--- config.mk ---
export PLATFORM = sky130hd
export DESIGN_NAME = control_fsm_flat
export DESIGN_NICKNAME = d
export VERILOG_FILES = /design/src/rtl/cpu_defs_pkg.sv /design/src/rtl/control_fsm_if.sv /design/src/rtl/control_fsm_retire_counter.sv /design/src/rtl/control_fsm.sv /design/src/flat_wrapper.sv
export SDC_FILE = /design/constraint.sdc
export NUM_CORES = 1
export LEC_CHECK = 0
export ABC_AREA = 1
export CAP_MARGIN = 20
export CELL_PAD_IN_SITES_DETAIL_PLACEMENT = 1
export CELL_PAD_IN_SITES_GLOBAL_PLACEMENT = 1
export CORE_ASPECT_RATIO = 0.9
export CORE_MARGIN = 10
export CORE_UTILIZATION = 30
export DETAILED_ROUTE_END_ITERATION = 10
export PLACE_DENSITY = 0.95
export SLEW_MARGIN = 25
export SYNTH_ARGS = -nofsm -noshare
export SYNTH_HDL_FRONTEND = slang
export SYNTH_HIERARCHICAL = 1
export SYNTH_SLANG_ARGS = --single-unit
--- constraint.sdc ---
create_clock -name clk -period 3.2 [get_ports clk]
set_input_delay 0.64 -clock clk [delete_from_list [all_inputs] [get_ports clk]]
set_output_delay 0.64 -clock clk [all_outputs]
set_load 0.01 [all_outputs]
--- src/rtl/cpu_defs_pkg.sv ---
// Shared definitions for the 8-bit CPU control path: opcode and state
// encodings plus helpers that locate the instruction fields for a given
// instruction width.
package cpu_defs;

  typedef enum logic [2:0] {
    OP_ADD   = 3'd0,
    OP_AND   = 3'd1,
    OP_NOT   = 3'd2,
    OP_LOAD  = 3'd3,
    OP_STORE = 3'd4,
    OP_JUMP  = 3'd5,
    OP_JUMPZ = 3'd6,
    OP_HALT  = 3'd7
  } opcode_e;

  typedef enum logic [2:0] {
    S_FETCH     = 3'd0,
    S_DECODE    = 3'd1,
    S_EXECUTE   = 3'd2,
    S_MEMORY    = 3'd3,
    S_WRITEBACK = 3'd4,
    S_HALT      = 3'd5,
    S_IDLE      = 3'd6,
    S_PAUSE     = 3'd7
  } state_e;

  // Opcode occupies the top three bits.
  function automatic int opc_msb(input int instr_w);
    return instr_w - 1;
  endfunction

  // Register-select bit sits directly below the opcode.
  function automatic int reg_pos(input int instr_w);
    return instr_w - 4;
  endfunction

  // Everything below the register-select bit is the offset field.
  function automatic int off_width(input int instr_w);
    return instr_w - 4;
  endfunction

  function automatic logic is_alu_op(input opcode_e op);
    return (op == OP_ADD) || (op == OP_AND) || (op == OP_NOT);
  endfunction

endpackage

--- src/rtl/control_fsm_if.sv ---
// Memory-port handshake between the control sequencer (master) and the
// memory-port muxes / memory (slave).
interface control_fsm_if #(
  parameter int OFF_W = 4
);
  logic             mem_req;
  logic             mem_we;
  logic             mem_sel;
  logic             addr_sel;
  logic [OFF_W-1:0] addr_offset;
  logic             mem_ready;

  modport master (
    output mem_req, mem_we, mem_sel, addr_sel, addr_offset,
    input  mem_ready
  );

  modport slave (
    input  mem_req, mem_we, mem_sel, addr_sel, addr_offset,
    output mem_ready
  );
endinterface

--- src/rtl/control_fsm_retire_counter.sv ---
// Retired-instruction counter: increments on each retirement pulse and
// wraps naturally at 2^CNT_W.
module retire_counter #(
  parameter int CNT_W = 16
) (
  input  logic             clk,
  input  logic             reset,
  input  logic             en,
  output logic [CNT_W-1:0] count
);

  // Count retirements; async reset clears the count.
  always_ff @(posedge clk or posedge reset) begin
    if (reset) begin
      count <= '0;
    end else if (en) begin
      count <= count + CNT_W'(1);
    end
  end

endmodule

--- src/rtl/control_fsm.sv ---
// Control sequencer for the 8-bit CPU. Holds the state register and decodes
// every datapath strobe from state, instr, zf and mem_ready.
//
// state      | meaning
// FETCH      | request instruction at PC; on ready load IR and bump PC
// DECODE     | choose execute / memory / halt path from the opcode
// EXECUTE    | ALU operation or (conditional) jump
// MEMORY     | load/store at PC+offset, held until mem_ready
// WRITEBACK  | write A or B from ALU or memory; retires
// HALT_STATE | halted until resume
// IDLE       | retirement slot for jumps and stores
// PAUSE      | single-step hold until step
module control_fsm
  import cpu_defs::*;
#(
  parameter int  INSTR_W = 8,
  parameter int  CNT_W   = 16,
  localparam int OFF_W   = off_width(INSTR_W)
) (
  input  logic               clk,
  input  logic               reset,
  input  logic [INSTR_W-1:0] instr,
  input  logic               zf,
  input  logic               step_mode,
  input  logic               step,
  input  logic               resume,
  control_fsm_if.master      mem,
  output logic [2:0]         state,
  output logic               pc_we,
  output logic               pc_sel,
  output logic               pc_jmp_sel,
  output logic [OFF_W-1:0]   pc_offset,
  output logic [2:0]         alu_opcode,
  output logic               alu_sel_a,
  output logic               alu_sel_b,
  output logic               alu_we,
  output logic               zf_we,
  output logic               ir_we,
  output logic               a_sel,
  output logic               a_we,
  output logic               b_sel,
  output logic               b_we,
  output logic               halt,
  output logic               instr_done,
  output logic [CNT_W-1:0]   retired_count
);

  localparam int OPC_MSB = opc_msb(INSTR_W);
  localparam int REG_POS = reg_pos(INSTR_W);

  state_e           st, st_nxt;
  opcode_e          op;
  logic             reg_bit;
  logic [OFF_W-1:0] offset;

  assign op      = opcode_e'(instr[OPC_MSB -: 3]);
  assign reg_bit = instr[REG_POS];
  assign offset  = instr[OFF_W-1:0];
  assign state   = st;

  // State register; async reset aborts any instruction in flight.
  always_ff @(posedge clk or posedge reset) begin
    if (reset) begin
      st <= S_FETCH;
    end else begin
      st <= st_nxt;
    end
  end

  // Next-state and strobe decode; everything stays low while reset is high.
  always_comb begin
    st_nxt          = st;
    pc_we           = 1'b0;
    pc_sel          = 1'b0;
    pc_jmp_sel      = 1'b0;
    pc_offset       = '0;
    mem.mem_req     = 1'b0;
    mem.mem_we      = 1'b0;
    mem.mem_sel     = 1'b0;
    mem.addr_sel    = 1'b0;
    mem.addr_offset = '0;
    alu_opcode      = 3'd0;
    alu_sel_a       = 1'b0;
    alu_sel_b       = 1'b0;
    alu_we          = 1'b0;
    zf_we           = 1'b0;
    ir_we           = 1'b0;
    a_sel           = 1'b0;
    a_we            = 1'b0;
    b_sel           = 1'b0;
    b_we            = 1'b0;
    halt            = 1'b0;
    instr_done      = 1'b0;
    if (!reset) begin
      unique case (st)
        S_FETCH: begin
          mem.mem_req = 1'b1;
          if (mem.mem_ready) begin
            pc_we  = 1'b1;
            ir_we  = 1'b1;
            st_nxt = S_DECODE;
          end
        end
        S_DECODE: begin
          case (op)
            OP_LOAD, OP_STORE: st_nxt = S_MEMORY;
            OP_HALT:           st_nxt = S_HALT;
            default:           st_nxt = S_EXECUTE;
          endcase
        end
        S_EXECUTE: begin
          if (is_alu_op(op)) begin
            alu_opcode = op;
            alu_sel_a  = offset[OFF_W-1];
            alu_sel_b  = (op == OP_NOT) ? 1'b0 : offset[OFF_W-2];
            alu_we     = 1'b1;
            zf_we      = 1'b1;
            st_nxt     = S_WRITEBACK;
          end else begin
            if ((op == OP_JUMP) || ((op == OP_JUMPZ) && zf)) begin
              pc_we      = 1'b1;
              pc_sel     = 1'b1;
              pc_jmp_sel = reg_bit;
              pc_offset  = offset;
            end
            st_nxt = S_IDLE;
          end
        end
        S_MEMORY: begin
          mem.mem_req     = 1'b1;
          mem.addr_sel    = 1'b1;
          mem.addr_offset = offset;
          if (op == OP_STORE) begin
            mem.mem_we  = 1'b1;
            mem.mem_sel = reg_bit;
          end
          if (mem.mem_ready) begin
            st_nxt = (op == OP_STORE) ? S_IDLE : S_WRITEBACK;
          end
        end
        S_WRITEBACK: begin
          // ALU results select the ALU path; loads take memory data.
          if (reg_bit) begin
            b_we  = 1'b1;
            b_sel = is_alu_op(op);
          end else begin
            a_we  = 1'b1;
            a_sel = is_alu_op(op);
          end
          instr_done = 1'b1;
          st_nxt     = step_mode ? S_PAUSE : S_FETCH;
        end
        S_IDLE: begin
          instr_done = 1'b1;
          st_nxt     = step_mode ? S_PAUSE : S_FETCH;
        end
        S_PAUSE: begin
          if (step || !step_mode) begin
            st_nxt = S_FETCH;
          end
        end
        S_HALT: begin
          halt = 1'b1;
          if (resume) begin
            st_nxt = S_FETCH;
          end
        end
      endcase
    end
  end

  retire_counter #(
    .CNT_W (CNT_W)
  ) u_retire_counter (
    .clk   (clk),
    .reset (reset),
    .en    (instr_done),
    .count (retired_count)
  );

endmodule

--- src/flat_wrapper.sv ---
// flat-port wrapper written by rule: the top's interface ports become plain ports
module control_fsm_flat import cpu_defs::*;
#(
  parameter int  INSTR_W = 8,
  parameter int  CNT_W   = 16,
  localparam int OFF_W   = off_width(INSTR_W)
)
  (clk, reset, instr, zf, step_mode, step, resume, state, pc_we, pc_sel, pc_jmp_sel, pc_offset, alu_opcode, alu_sel_a, alu_sel_b, alu_we, zf_we, ir_we, a_sel, a_we, b_sel, b_we, halt, instr_done, retired_count, mem_mem_req, mem_mem_we, mem_mem_sel, mem_addr_sel, mem_addr_offset, mem_mem_ready);
  control_fsm_if #(.OFF_W(4)) mem_i ();
  input  logic clk;
  input  logic reset;
  input  logic [INSTR_W-1:0] instr;
  input  logic zf;
  input  logic step_mode;
  input  logic step;
  input  logic resume;
  output logic [2:0] state;
  output logic pc_we;
  output logic pc_sel;
  output logic pc_jmp_sel;
  output logic [OFF_W-1:0] pc_offset;
  output logic [2:0] alu_opcode;
  output logic alu_sel_a;
  output logic alu_sel_b;
  output logic alu_we;
  output logic zf_we;
  output logic ir_we;
  output logic a_sel;
  output logic a_we;
  output logic b_sel;
  output logic b_we;
  output logic halt;
  output logic instr_done;
  output logic [CNT_W-1:0] retired_count;
  output wire logic [$bits(mem_i.mem_req)-1:0] mem_mem_req;
  output wire logic [$bits(mem_i.mem_we)-1:0] mem_mem_we;
  output wire logic [$bits(mem_i.mem_sel)-1:0] mem_mem_sel;
  output wire logic [$bits(mem_i.addr_sel)-1:0] mem_addr_sel;
  output wire logic [$bits(mem_i.addr_offset)-1:0] mem_addr_offset;
  input wire logic [$bits(mem_i.mem_ready)-1:0] mem_mem_ready;
  assign mem_mem_req = mem_i.mem_req;
  assign mem_mem_we = mem_i.mem_we;
  assign mem_mem_sel = mem_i.mem_sel;
  assign mem_addr_sel = mem_i.addr_sel;
  assign mem_addr_offset = mem_i.addr_offset;
  assign mem_i.mem_ready = mem_mem_ready;
  control_fsm #(.INSTR_W(INSTR_W), .CNT_W(CNT_W)) u_core (.clk(clk), .reset(reset), .instr(instr), .zf(zf), .step_mode(step_mode), .step(step), .resume(resume), .mem(mem_i), .state(state), .pc_we(pc_we), .pc_sel(pc_sel), .pc_jmp_sel(pc_jmp_sel), .pc_offset(pc_offset), .alu_opcode(alu_opcode), .alu_sel_a(alu_sel_a), .alu_sel_b(alu_sel_b), .alu_we(alu_we), .zf_we(zf_we), .ir_we(ir_we), .a_sel(a_sel), .a_we(a_we), .b_sel(b_sel), .b_we(b_we), .halt(halt), .instr_done(instr_done), .retired_count(retired_count));
endmodule
Word level (Yosys, flattened, before mapping)
Cells that the tools add are included.
{"block": "op_classes", "addsub": 1, "n_mux": 67, "n_eq_ne": 18, "n_bitwise": 1, "reduce_logical": 12}
{"op": "two-way mux 1 bit", "count": 48}
{"op": "== test 3 bit, second input constant", "count": 8}
{"op": "two-way mux 3 bit", "count": 8}
{"op": "two-way mux 4 bit", "count": 6}
{"op": "case mux 3 bit (7 select lines)", "count": 1}
{"op": "adder 16 x 1 -> 16 bit, second input constant", "count": 1}
{"op": "== test 3 x 2 -> 1 bit, second input constant", "count": 4}
{"op": "== test 3 x 1 -> 1 bit, second input constant", "count": 2}
{"op": "zero test 3 bit", "count": 2}
{"op": "inequality test 2 bit, second input constant", "count": 3}
{"op": "case mux 3 bit (2 select lines)", "count": 1}
{"op": "OR reduction 2 bit", "count": 3}
{"op": "AND reduction 5 bit", "count": 1}
{"op": "logical OR 1 bit", "count": 4}
{"op": "two-way mux 2 bit", "count": 2}
{"op": "inequality test 2 x 1 -> 1 bit, second input constant", "count": 1}
{"op": "case mux 1 bit (2 select lines)", "count": 1}
{"op": "logical AND 1 bit", "count": 1}
{"op": "zero test 1 bit", "count": 1}
{"op": "inverter 1 bit", "count": 1}
{"block": "word_totals", "out_inout_bits": 48, "regBits": 19, "input_bits": 15}

Longest topological paths before layout
{"block": "depth", "depth_word": 7, "mapped_depth": 10}

Cells and area by module
Netlist, hierarchy kept.
{"module": "retire_counter", "n_inst": 1, "seq_area_each_um2": 400.4, "cells_each": 94, "area_per_inst_um2": 807.0}
{"module": "control_fsm", "n_inst": 1, "seq_area_each_um2": 75.1, "cells_each": 119, "area_per_inst_um2": 590.6}

Worst setup path after synthesis
Ideal clock, no wire load.
{"block": "synth_path", "path_type": "in2reg", "start": "in reset", "end": "reg u_core.u_retire_counter.count[8]", "setup_slack_ns": 1.207, "arrival_ns": 1.867, "required_time_ns": 3.074, "cell_stages": 7, "path_buffers": 0, "path_cell_list": "inv_2 > nand2_1 > nor2_1 > nand3_1 > nor2_4 > nand2_1 > xnor2_1"}
{"block": "synth_via", "elab_chain_len": 1}
{"element": "start, declared", "line_no": "flat_wrapper.sv:11", "source": "input logic reset;"}
{"element": "two-way mux 1 bit", "line_no": "control_fsm.sv:94", "source": "if (!reset) begin"}
{"element": "net instr_done", "line_no": "flat_wrapper.sv:33", "source": "output logic instr_done;"}
{"element": "end signal, assigned", "line_no": "control_fsm_retire_counter.sv:17", "source": "count <= count + CNT_W'(1);"}
{"element": "end, declared", "line_no": "control_fsm_retire_counter.sv:9", "source": "output logic [CNT_W-1:0] count"}
The timed path passes the listed nets, and every way through them passes these cells.
A chain may end at the register's enable or synchronous reset.

Worst setup path after layout
{"block": "layout_path", "start": "in instr[5]", "end": "out b_sel"}
{"block": "layout_via", "elab_chain_len": 6}
{"element": "start, declared", "line_no": "flat_wrapper.sv:12", "source": "input logic [INSTR_W-1:0] instr;"}
{"element": "== test 3 x 1 -> 1 bit or zero test 3 bit (tied branches)", "line_no": "cpu_defs_pkg.sv:44", "source": "return (op == OP_ADD) || (op == OP_AND) || (op == OP_NOT);"}
{"element": "logical OR 1 bit", "line_no": "cpu_defs_pkg.sv:44"}
{"element": "logical OR 1 bit (*)", "line_no": "cpu_defs_pkg.sv:44"}
{"element": "two-way mux 1 bit (*)", "line_no": "control_fsm.sv:143", "source": "if (reg_bit) begin"}
{"element": "two-way mux 1 bit (*)", "line_no": "control_fsm.sv:95", "source": "unique case (st)"}
{"element": "two-way mux 1 bit (*)", "line_no": "control_fsm.sv:94"}
{"element": "end, declared", "line_no": "flat_wrapper.sv:30", "source": "output logic b_sel;"}
Every way passes the cells marked *; elsewhere a longest branch is shown, timed or not.

==> impl_metrics.ini <==
[run_status]
run_status = finished clean

[floorplan]
coreArea_sq_um = 4489
chipHeight_um = 84.75
io_pins = 63
design.die.area_sq_um = 7792
initial_utilization = 0.3113
rows = 23
die_w_um = 91.95

[worst_hold_path]
min_to = u_core/u_retire_counter/count[10]
min_from = u_core/u_retire_counter/count[10]
holdCritPathClass = flop to flop
hold_depth = 1

[clocking]
cts.htree.levels = 1
clk_pin_slew_ns = 0.07
clock_path_buffers = 2
postCtsSetupRepairBufs = 0
cts_tree = built
cts_resized = 0
cts_hold_buf = 0
cts_root_buf = clkbuf_8
cts-buffers-inserted = 3
clock-sinks = 19
clk_latency_ns = 0.26

[layout]
multi_input_area_sq_um = 753.2
regArea_sq_um = 475.5
layout-drive-gt1-share = 0.08696
final_util = 0.4716
final_cell_area_sq_um = 2117
antenna_cells = 0
fill_cells = 585
syn_to_final_growth_pct = 51.48
final_nets = 293

[yosys]
yosysWarnings = 6
synth_commonest_cells = nand2_1 (57), nor2_1 (36), inv_1 (34)
syn_area_sq_um = 1398
yosysTopAreaCell = dfrtp_1
synth_top_area_share = 0.3402
ys_seq_area_frac = 0.3402
synth_nets = 229
ys_ff_latch = 19
ys_top_cells_by_area = dfrtp_1 (34%), nand2_1 (15%), nor2_1 (9.7%)
avgSynthCellArea_sq_um = 6.561
synth-main-ff-cell = dfrtp_1
syn-instance-count = 213
synth_edf_count = 0
synth_cell_type_count = 23
synthArstFlopShare = 1.000
yosys.cell_count.top_type = nand2_1

[sta]
fin_crit_sh = 0.9528
period_needed_ns = 3.049
tns_ns = 0
fmax_ghz = 0.3280
max_slew_margin = 0.5617
finalHoldViolCount = 0
worst_slack_ns = 0.1511
report.final.slew_viol_count = 0
setup_violations = 0
rsz0062_at_grt = false
finClkSkew_ns = 0.007566
worstMarginPinSlew_ns = 0.6568

[setup_path]
cp_top_family = buffers and inverters
crit_path_cell_trace = clkdlybuf4s50_1 > a21oi_1 > inv_1 > nor4_1 > clkdlybuf4s50_1
crit_path_max_fanout = 6
required_ns = 2.56
rr_startpoint = u_core/state[2]
cp-start-kind = input port
worstSetupPathType = input port to output port
cpMaxStageDelayCell = clkdlybuf4s50_1
cp.arrival_ns = 2.41
cpMostUsedCell = clkdlybuf4s50_1
ff2ff_path_depth = 10
r2r_slack_ns = 1.35
r2r-end = u_core/u_retire_counter/count[13]
path_buf_inv = 3
end_kind = output port
max_stage_delay_ns = 0.60

[routing]
dr_wl_met2_um = 3007
wl_met3_um = 158
wirelength_um = 5268
drt_iter0_markers = 113
vias_per_cell = 4.722
vias = 1596
dr.max_layer_used = met4
routedWlPerCell_um = 15.59
met1_length_um = 2062
drc = 0
antenna_left = 0
first_pass_iters = 4

[placement]
routabilityCongestion = 0.7995
detailed_place.area_sq_um = 2071
port_buffers = 61
pre_cts_slack_ns = 0.1291
dpl.hpwl_um = 4487

[run]
maxCapViolCount = 0

[global_route]
grt_antenna_before_repair = 0
grtUsageTotal = 0.1331
grt_first_pass_wirelength_um = 8652
grt_pass1_vias = 1734
grt-ovfl-total = 0
grt_max_degree = 17

[pwr]
vdd_ir_drop_max_v = 0.0002204
leakage_nw = 1.027
power.density_nw_per_um2 = 493.7
## cell usage in the layout (no fill, tap or decap), types with 3 or more instances in the layout
master            n
clkdlybuf4s50_1  61
nand2_1          57
nor2_1           36
inv_1            34
dfrtp_1          19
nand3_1          15
nor3_1            6
nor2_2            5
nand4_1           5
xor2_1            5
xnor2_1           5
clkbuf_8          3
inv_2             3
nand3_2           3
nand2_2           3
## cells by family (layout without fill, tap and decap cells)
logic type	after synthesis	after routing	share of synthesized area
AND/OR/NAND/NOR	136	136	0.4423
buffers and inverters	41	104	0.1209
flip-flops	19	19	0.3402
XOR/XNOR	10	10	0.06266
AO/OA/AOI/OAI	4	4	0.01432
adder cells (fa/ha/maj)	1	1	0.008951
other	1	1	0.002683
multiplexers	1	1	0.008057
## cell type report
cell class | instances | share of cell area
clock buffer | 3 | 0.01950
clock inverter | 1 | 0.002364
inverter | 37 | 0.06560
multi-input combinational | 153 | 0.3558
sequential | 19 | 0.2246
tap | 62 | 0.03664
timing repair buffer | 63 | 0.2955
## worst max path at each step
stage	startpoint	to	slack [ns]	cells after the start
after detailed placement	instr[5]	b_sel	0.13	5
after floorplan	reset	u_core/u_retire_counter/count[8]	1.21	7
after CTS	instr[5]	b_sel	0.14	5
final	instr[5]	b_sel	0.15	5
after global routing	instr[5]	b_sel	0.04	5
after global placement	instr[5]	alu_sel_b	0.30	5
## power by group
| part | switching (mW) | internal [mW] |
|---|---|---|
| sequential | 0.0941 | 0.281 |
| clock | 0.0785 | 0.0865 |
| combinational | 0.273 | 0.232 |
## metrics by stage
stage / cells / hold WS, ns / power (mW)
after floorplan: 213 / 0.4179 / 0.6418
after global placement: 334 / 0.4799 / 0.8580
after detailed placement: 334 / 0.5221 / 0.8898
after CTS: 338 / 0.5336 / 1.059
after global routing: 338 / 0.5542 / 1.132
final: 338 / 0.5331 / 1.045
## flip-flops by register name, indices dropped and copies added, names as in the netlist
signal	flops
u_core/state	3
u_core/u_retire_counter/count	16
## worst reg2reg max path, delay by kind of cell, from the launching register on
family                 cells  cell delay, ns
and+or+nand+nor            9            1.02
buffers and inverters      1            0.19
DFF                        1            0.54
## metal layers
layer | vias to the layer above | global-route usage
met2 | 29 | 0.2686
met5 | - | 0
met1 | 789 | 0.1368
li1 | 774 | -
met4 | 0 | 0.02101
met3 | 4 | 0.02847
(Power assumes the default switching activity.)
